$ cat src/rtl/risc_pkg.sv
// Shared decode package.
// Holds the immediate format select encoding and the default widths used by
// the immediate generator and the other decode paths.
package risc_pkg;

    // Format select carried with each instruction into the immediate generator.
    typedef enum logic [2:0] {
        FMT_I   = 3'b000,
        FMT_S   = 3'b001,
        FMT_B   = 3'b010,
        FMT_J   = 3'b011,
        FMT_U   = 3'b100,
        FMT_SH  = 3'b101,
        FMT_Z   = 3'b110,
        FMT_ILL = 3'b111
    } imm_fmt_e;

    localparam int XLEN_DEFAULT  = 32;
    localparam int TAG_W_DEFAULT = 8;

endpackage

$ cat src/rtl/risc_imm_dec.sv
// Combinational immediate decoder.
// Maps a raw 32-bit instruction word and a format select to an XLEN-wide
// extended immediate. An unknown format (3'b111) decodes as I-format and
// raises illegal.
// Ports:
//   inst    in  32    raw instruction word
//   fmt     in  3     format select (imm_fmt_e encoding)
//   imm     out XLEN  extended immediate
//   illegal out 1     fmt was 3'b111
module risc_imm_dec
    import risc_pkg::*;
#(
    parameter int XLEN = XLEN_DEFAULT
) (
    input  logic [31:0]     inst,
    input  logic [2:0]      fmt,
    output logic [XLEN-1:0] imm,
    output logic            illegal
);

    // Bit 5 of the shift amount only exists on 64-bit datapaths.
    logic shamt_hi;

    generate
        if (XLEN == 64) begin : g_shamt64
            assign shamt_hi = inst[25];
        end else begin : g_shamt32
            assign shamt_hi = 1'b0;
        end
    endgenerate

    // Every format is first formed as a 32-bit value whose bit 31 is the
    // correct extension bit (inst[31] for signed formats, 0 for the
    // zero-extended ones), so widening to XLEN is a single replication.
    logic [31:0] imm32;

    always_comb begin
        imm32 = {{20{inst[31]}}, inst[31:20]};
        unique case (imm_fmt_e'(fmt))
            FMT_I, FMT_ILL: imm32 = {{20{inst[31]}}, inst[31:20]};
            FMT_S:          imm32 = {{20{inst[31]}}, inst[31:25], inst[11:7]};
            FMT_B:          imm32 = {{19{inst[31]}}, inst[31], inst[7],
                                     inst[30:25], inst[11:8], 1'b0};
            FMT_J:          imm32 = {{11{inst[31]}}, inst[31], inst[19:12],
                                     inst[20], inst[30:21], 1'b0};
            FMT_U:          imm32 = {inst[31:12], 12'b0};
            FMT_SH:         imm32 = {26'b0, shamt_hi, inst[24:20]};
            FMT_Z:          imm32 = {27'b0, inst[19:15]};
            default:        imm32 = {{20{inst[31]}}, inst[31:20]};
        endcase
    end

    always_comb begin
        imm        = {XLEN{imm32[31]}};
        imm[31:0]  = imm32;
    end

    assign illegal = (fmt == FMT_ILL);

    // Opcode bits never contribute to an immediate.
    logic unused_opcode;
    assign unused_opcode = ^inst[6:0];

endmodule

$ cat src/rtl/risc_imm_pipe.sv
// Pipelined immediate generator for the decode stage.
// Decodes the incoming instruction combinationally, then holds the result in
// a 2-entry FIFO (main + skid) behind a valid/ready handshake. in_ready is
// pure registered state so there is no combinational path from out_ready.
// Ports:
//   clk, rst            clock, asynchronous active-high reset
//   flush               drop buffered entries and the same-cycle input
//   in_valid/in_ready   input handshake
//   in_inst/fmt/tag     instruction word, format select, side-band tag
//   out_valid/out_ready output handshake
//   out_imm/tag/illegal extended immediate, tag, illegal-format flag
module risc_imm_pipe
    import risc_pkg::*;
#(
    parameter int XLEN  = XLEN_DEFAULT,
    parameter int TAG_W = TAG_W_DEFAULT
) (
    input  logic             clk,
    input  logic             rst,
    input  logic             flush,
    input  logic             in_valid,
    output logic             in_ready,
    input  logic [31:0]      in_inst,
    input  logic [2:0]       in_fmt,
    input  logic [TAG_W-1:0] in_tag,
    output logic             out_valid,
    input  logic             out_ready,
    output logic [XLEN-1:0]  out_imm,
    output logic [TAG_W-1:0] out_tag,
    output logic             out_illegal
);

    logic [XLEN-1:0] dec_imm;
    logic            dec_illegal;

    risc_imm_dec #(.XLEN(XLEN)) u_dec (
        .inst    (in_inst),
        .fmt     (in_fmt),
        .imm     (dec_imm),
        .illegal (dec_illegal)
    );

    logic             main_valid_reg, main_valid_next;
    logic [XLEN-1:0]  main_imm_reg,   main_imm_next;
    logic [TAG_W-1:0] main_tag_reg,   main_tag_next;
    logic             main_ill_reg,   main_ill_next;
    logic             skid_valid_reg, skid_valid_next;
    logic [XLEN-1:0]  skid_imm_reg,   skid_imm_next;
    logic [TAG_W-1:0] skid_tag_reg,   skid_tag_next;
    logic             skid_ill_reg,   skid_ill_next;

    logic push;
    logic pop;

    assign in_ready = !skid_valid_reg;
    assign push     = in_valid && in_ready && !flush;
    assign pop      = main_valid_reg && out_ready;

    always_comb begin
        main_valid_next = main_valid_reg;
        main_imm_next   = main_imm_reg;
        main_tag_next   = main_tag_reg;
        main_ill_next   = main_ill_reg;
        skid_valid_next = skid_valid_reg;
        skid_imm_next   = skid_imm_reg;
        skid_tag_next   = skid_tag_reg;
        skid_ill_next   = skid_ill_reg;

        if (flush) begin
            main_valid_next = 1'b0;
            skid_valid_next = 1'b0;
        end else if (pop) begin
            if (skid_valid_reg) begin
                // push cannot happen here: in_ready is low while skid is full
                main_imm_next   = skid_imm_reg;
                main_tag_next   = skid_tag_reg;
                main_ill_next   = skid_ill_reg;
                skid_valid_next = 1'b0;
            end else if (push) begin
                // replace the departing entry in place: no bubble
                main_imm_next   = dec_imm;
                main_tag_next   = in_tag;
                main_ill_next   = dec_illegal;
            end else begin
                main_valid_next = 1'b0;
            end
        end else if (push) begin
            if (main_valid_reg) begin
                skid_valid_next = 1'b1;
                skid_imm_next   = dec_imm;
                skid_tag_next   = in_tag;
                skid_ill_next   = dec_illegal;
            end else begin
                main_valid_next = 1'b1;
                main_imm_next   = dec_imm;
                main_tag_next   = in_tag;
                main_ill_next   = dec_illegal;
            end
        end
    end

    always_ff @(posedge clk or posedge rst) begin
        if (rst) begin
            main_valid_reg <= 1'b0;
            main_imm_reg   <= '0;
            main_tag_reg   <= '0;
            main_ill_reg   <= 1'b0;
            skid_valid_reg <= 1'b0;
            skid_imm_reg   <= '0;
            skid_tag_reg   <= '0;
            skid_ill_reg   <= 1'b0;
        end else begin
            main_valid_reg <= main_valid_next;
            main_imm_reg   <= main_imm_next;
            main_tag_reg   <= main_tag_next;
            main_ill_reg   <= main_ill_next;
            skid_valid_reg <= skid_valid_next;
            skid_imm_reg   <= skid_imm_next;
            skid_tag_reg   <= skid_tag_next;
            skid_ill_reg   <= skid_ill_next;
        end
    end

    assign out_valid   = main_valid_reg;
    assign out_imm     = main_imm_reg;
    assign out_tag     = main_tag_reg;
    assign out_illegal = main_ill_reg;

endmodule

$ cat config.mk
export PLATFORM = sky130hd
export DESIGN_NAME = risc_imm_pipe
export DESIGN_NICKNAME = d
export VERILOG_FILES = /design/src/rtl/risc_pkg.sv /design/src/rtl/risc_imm_dec.sv /design/src/rtl/risc_imm_pipe.sv
export SDC_FILE = /design/constraint.sdc
export NUM_CORES = 1
export LEC_CHECK = 0
export CAP_MARGIN = 0
export CORE_MARGIN = 8
export CORE_UTILIZATION = 45
export DETAILED_ROUTE_END_ITERATION = 8
export PLACE_DENSITY_LB_ADDON = 0.15
export SYNTH_ARGS = -nofsm -noshare
export SYNTH_HDL_FRONTEND = slang
export SYNTH_SLANG_ARGS = --single-unit
$ cat constraint.sdc
create_clock -name clk -period 7.3 [get_ports clk]
set_input_delay 0.73 -clock clk [delete_from_list [all_inputs] [get_ports clk]]
set_output_delay 0.73 -clock clk [all_outputs]
set_load 0.01 [all_outputs]
Yosys cells after proc, flatten, opt, wreduce, memory -nomap -nowiden:

Cells that the tools add are included.

* flip-flop bits (word level): 84
* input bits: 48
* output and inout port bits: 43
* word-level logic and storage cells: 60

* equal/unequal tests: 10
* multiplexer cells: 25
* bitwise operators: 2
* reduce and logical (&&, ||, !) cells: 15

Operators with widths (number)
* 32-bit case mux with 7 select lines: 1
* 32-bit two-way mux: 5
* 8-bit two-way mux: 5
* 1-bit two-way mux: 14
* 3-bit equality test, second input constant: 4
* 4-bit AND reduction: 2
* 3-bit by 2-bit equality test with 1-bit output, second input constant: 2
* 3-bit inequality test, second input constant: 2
* 3-bit nonzero test: 2
* 2-bit nonzero test: 2
* 3-bit by 1-bit equality test with 1-bit output, second input constant: 1
* 1-bit logical AND: 3
* 3-bit zero test: 1
* 3-bit AND reduction: 1
* 1-bit zero test: 2
* 2-bit by 1-bit inequality test with 1-bit output, second input constant: 1
* 1-bit NOT: 2
* 2-bit AND reduction: 1
* 2-bit OR reduction: 1

Logic depth before layout (Yosys ltp):

* word-level depth: 7
* mapped depth: 7
* gate-level depth less buffers: 4

Cells and area by module:

Synthesis repeated with hierarchy kept, for this count alone.

* cells, all modules: 318
* area total of the unflattened synthesis: 4257.8 um2

By module, submodules not included
* risc_imm_pipe: times used 1, cells an instance 231, area each 3624.7 um2, sequential area each 2102.0 um2
* risc_imm_dec: times used 1, cells an instance 87, area each 633.1 um2, sequential area each 0.0 um2

Least setup slack after synthesis:

No wires, ideal clock.

* path type: input to register
* start point: input port in_fmt[2]
* end point: register main_imm_reg[11] (netlist: out_imm[11])
* setup time: 0.126 ns
* data arrival time: 1.819 ns
* data required time: 7.174 ns
* setup slack: 5.355 ns
* stages: 5
* path buffers: 1
* path through: buf_2 > mux2_2 > a221oi_1 > a21oi_1 > a221o_1

* longest elaborated chain between the ends: 6
* elaborated cells on any way between the ends: 15
* those cells by class: eq/ne (7); mux (6); reduce/logical (2)

Ends and longest elaborated chain
* start: declaration: line risc_imm_pipe.sv:24 `input logic [2:0] in_fmt,`
* 3-bit equality test or 3-bit zero test (tied branches): line risc_imm_dec.sv:39 `unique case (imm_fmt_e'(fmt))`
* 2-bit OR reduction: line risc_imm_dec.sv:39
* 32-bit case mux with 7 select lines (*): line risc_imm_dec.sv:39
* 32-bit two-way mux (on tied branches): line risc_imm_pipe.sv:88, risc_imm_pipe.sv:79
* 32-bit two-way mux (on tied branches): line risc_imm_pipe.sv:87, risc_imm_pipe.sv:73
* 32-bit two-way mux (*): line risc_imm_pipe.sv:72 `end else if (pop) begin`
* end signal: assignment: line risc_imm_pipe.sv:114 `main_imm_reg <= main_imm_next;`
* end: declaration: line risc_imm_pipe.sv:44 `logic [XLEN-1:0] main_imm_reg, main_imm_next;`

Every way passes the cells marked *; elsewhere a longest branch is shown, timed or not. The select of a mux whose other input is x is not followed.
A chain may end at the register's enable or synchronous reset.

Final worst setup path:

* start point: input port in_fmt[0]
* end point: register main_imm_reg[28] (netlist: out_imm[28])

The elaborated chain is that of the path after synthesis.

==> impl_metrics.toml <==
[outcome]
outcome = "complete, no violations"

[cells_and_area]
insertedDiodeCount = 0
final_layout_size_suffix_gt1_share_pct = 8.62
area_growth_pct = 25.6
most-common-layout-cells = "sky130_fd_sc_hd__nand2_1, sky130_fd_sc_hd__dfrtp_1, sky130_fd_sc_hd__clkdlybuf4s50_1, sky130_fd_sc_hd__o21ai_0, sky130_fd_sc_hd__a21oi_1"
filler_cell_count = 849
layout.cells.most_common = "sky130_fd_sc_hd__nand2_1"
postLayoutCoreUtil_pct = 57.9
nets = 589
finalInstanceArea_sq_um = 5300

[timing]
hold_viol_final = 0
max_freq_ghz = 0.351
fin_skew_ps = 10.6
final_period_minus_worst_setup_slack_ps = 2850
setup_total_negative_slack_ps = 0
max-slew-margin-rel_pct = 24.2
tightest_slew_ps = 1140
timing.final.crit_share_pct = 39.0
total_of_endpoints_with_negative_setup_slack_in_the_final_report = 0
timing.final.ws_setup_ps = 4450
slew_viol_final = 0
rsz0062_at_grt = "false"

[synth]
synth.net_count = 528
yosysUniqueCellTypes = 36
ys.flop_type = "sky130_fd_sc_hd__dfrtp_1"
post_synth_arst_share_pct = 100
synthesis.area_sq_um = 4220
yosysSeqAreaShare_pct = 49.8
synth.ff_latch_count = 84
synth_cells = 480
number_of_synthesized_flops_with_an_enable_pin = 0
synth.avg_cell_area_sq_um = 8.79
synth_warnings = 0

[grt]
gr-usage-all-layers_pct = 18.1
antenna_found_initial = 0
pin_count_of_the_biggest_net_entering_global_routing = 85
grt_first_pass_wirelength_microns = 18900
grt_overflow = 0
first_global_vias = 3810

[clocking]
htree_num_levels = 3
clk-insertion-delay-late_ps = 360
cts.reportedPaths.clkPinSlew_ps = 90
clk_root_buffer_cell = "sky130_fd_sc_hd__clkbuf_8"
post_cts.repair.setup_buffers = 0
tritoncts_sink_count = 84
postCtsResizedCells = 0
cts-root-to-sink-buffers = 2
cts_tree = "built"
cts_hold_buffers = 0
tritoncts.num_buffers = 9

[critical_path]
cp_cell_sequence = "clkdlybuf4s50_1 > buf_4 > a21bo_2 > and2_0 > a211oi_1 > o21ai_0"
crit_path_max_fanout = 35
worstSetupStartpointType = "input pin"
cp.arrival_ps = 3120
crit_path_top_delay_cell = "sky130_fd_sc_hd__and2_0"
worst-endpoint-required_ps = 7570
reg2reg_setup_slack_ps = 5390
cp_slowest_stage_delay_ps = 930
crit_type = "in2reg"
critPathCaptureType = "register"

[pwr]
p_int_uw = 925
seq_power_share_pct = 47.5
clockPowerShare_pct = 27.9
p_per_area_nw_per_um2 = 246
power.static_leakage_nw = 2.21
share_comb_of_total_power_pct = 24.6
power_switching_uw = 380
p_sw_share_pct = 29.1
power.ir.vdd_worst_mv = 0.149

[floorplanning]
fp.dieArea_sq_um = 12700
die_width_microns = 113
dieHeight_microns = 113
io_pins = 91
initial_core_util_pct = 46.1
core.rowCount = 35
core_region_area_sq_um = 9150

[drt]
routed-via-count = 3717
met3WireLength_microns = 684
drtAntennaViolNets = 0
routed_wirelength_microns = 11000
highest_layer = "met4"
dr_wl_met2_microns = 5060
remaining_drcs = 0
drt_first_iter_violations = 215
routedLengthMet1_microns = 5120
routed_wire_length_per_instance_microns = 16.7
average_via_count_per_standard_cell = 5.67
detail_route.first_pass.iterations = 5

[min_path]
hold_path_class = "reg2reg"

[place]
finalWeightedCongestion = 0.793
preCtsSetupSlack_ps = 4090
place_hpwl_microns = 7020
placed_area_sq_um = 5080
numPortBuffers = 83

[run]
drv_cap = 0
-- cell type report --
type / count / area, sq um / share of cell area [%]
clock buffers: 9 / 124 / 2.34
flip-flops and latches: 84 / 2100 / 39.7
clock inverters: 6 / 90.1 / 1.70
multi-input cells: 348 / 1920 / 36.2
well taps: 111 / 139 / 2.62
repair buffers: 93 / 906 / 17.1
inverters: 5 / 20.0 / 0.378
-- logic make-up (layout without fill, tap and decap cells) --
logic type / count (synthesis) / count (layout) / share of synthesized area, %
muxes: 23 / 23 / 5.75
xor gates and xnor gates: 1 / 1 / 0.208
AOI/OAI and AO/OA: 156 / 156 / 21.5
and+or+nand+nor: 168 / 168 / 17.6
buffers and inverters: 48 / 113 / 5.13
DFF: 84 / 84 / 49.8
-- path summary, 6_finish.rpt --
path,startpoint,depth (start not counted),end
worst max-delay path,in_fmt[0],6,out_imm[28]
worst min register to register,skid_imm_reg[20],2,skid_imm_reg[20]
worst min-delay path,skid_imm_reg[20],2,skid_imm_reg[20]
worst max register to register,out_valid,3,out_imm[11]
max in group asynchronous,rst,3,skid_imm_reg[19]
min in group asynchronous,rst,3,skid_imm_reg[7]
-- Yosys cell counts (all sizes together) (2+ instances only) --
| cell | number | share of area [%] |
|---|---|---|
| a31oi | 15 | 2.2 |
| nor2b | 4 | 0.77 |
| dfrtp | 84 | 50 |
| nor3 | 7 | 0.83 |
| o21ai | 79 | 9.4 |
| nor2 | 23 | 2.0 |
| a211oi | 16 | 2.8 |
| o221a | 4 | 1.1 |
| mux2 | 10 | 2.7 |
| o211ai | 5 | 0.89 |
| inv | 5 | 0.44 |
| and3 | 2 | 0.30 |
| o311ai | 4 | 0.83 |
| mux2i | 13 | 3.1 |
| nand3b | 8 | 1.4 |
| buf | 16 | 2.3 |
| nand3 | 22 | 2.6 |
| nand2 | 96 | 8.5 |
| a21oi | 29 | 3.4 |
| clkbuf | 27 | 2.4 |
-- critical path: cells and delay by family --
| family | cells | cell delay (ps) |
|---|---|---|
| simple gates | 1 | 930 |
| buf+inv | 2 | 770 |
| compound gates | 3 | 680 |
-- stage by stage --
| step | total power [mW] | hold WS, ps | std cells |
|---|---|---|---|
| 6_report | 1.31 | 480 | 656 |
| 5_1_grt | 1.38 | 494 | 656 |
| 2_1_floorplan | 0.786 | 445 | 480 |
| 3_5_place_dp | 0.955 | 466 | 641 |
| 4_1_cts | 1.32 | 484 | 656 |
| 3_3_place_gp | 0.942 | 456 | 641 |
-- routing by layer --
layer | up-vias | track usage (%)
li1 | 1812 | -
met1 | 1765 | 24.0
met2 | 128 | 28.7
met3 | 12 | 4.15
met4 | 0 | 5.31
met5 | - | 0
-- power by group through the flow --
stage | sequential (mW) | combinational (mW) | clock (mW)
4_1_cts | 0.620 | 0.327 | 0.371
6_report | 0.619 | 0.321 | 0.365
3_5_place_dp | 0.629 | 0.326 | 0
2_1_floorplan | 0.639 | 0.148 | 0
5_1_grt | 0.633 | 0.361 | 0.388
3_3_place_gp | 0.624 | 0.318 | 0
(Power assumes the default switching activity.)
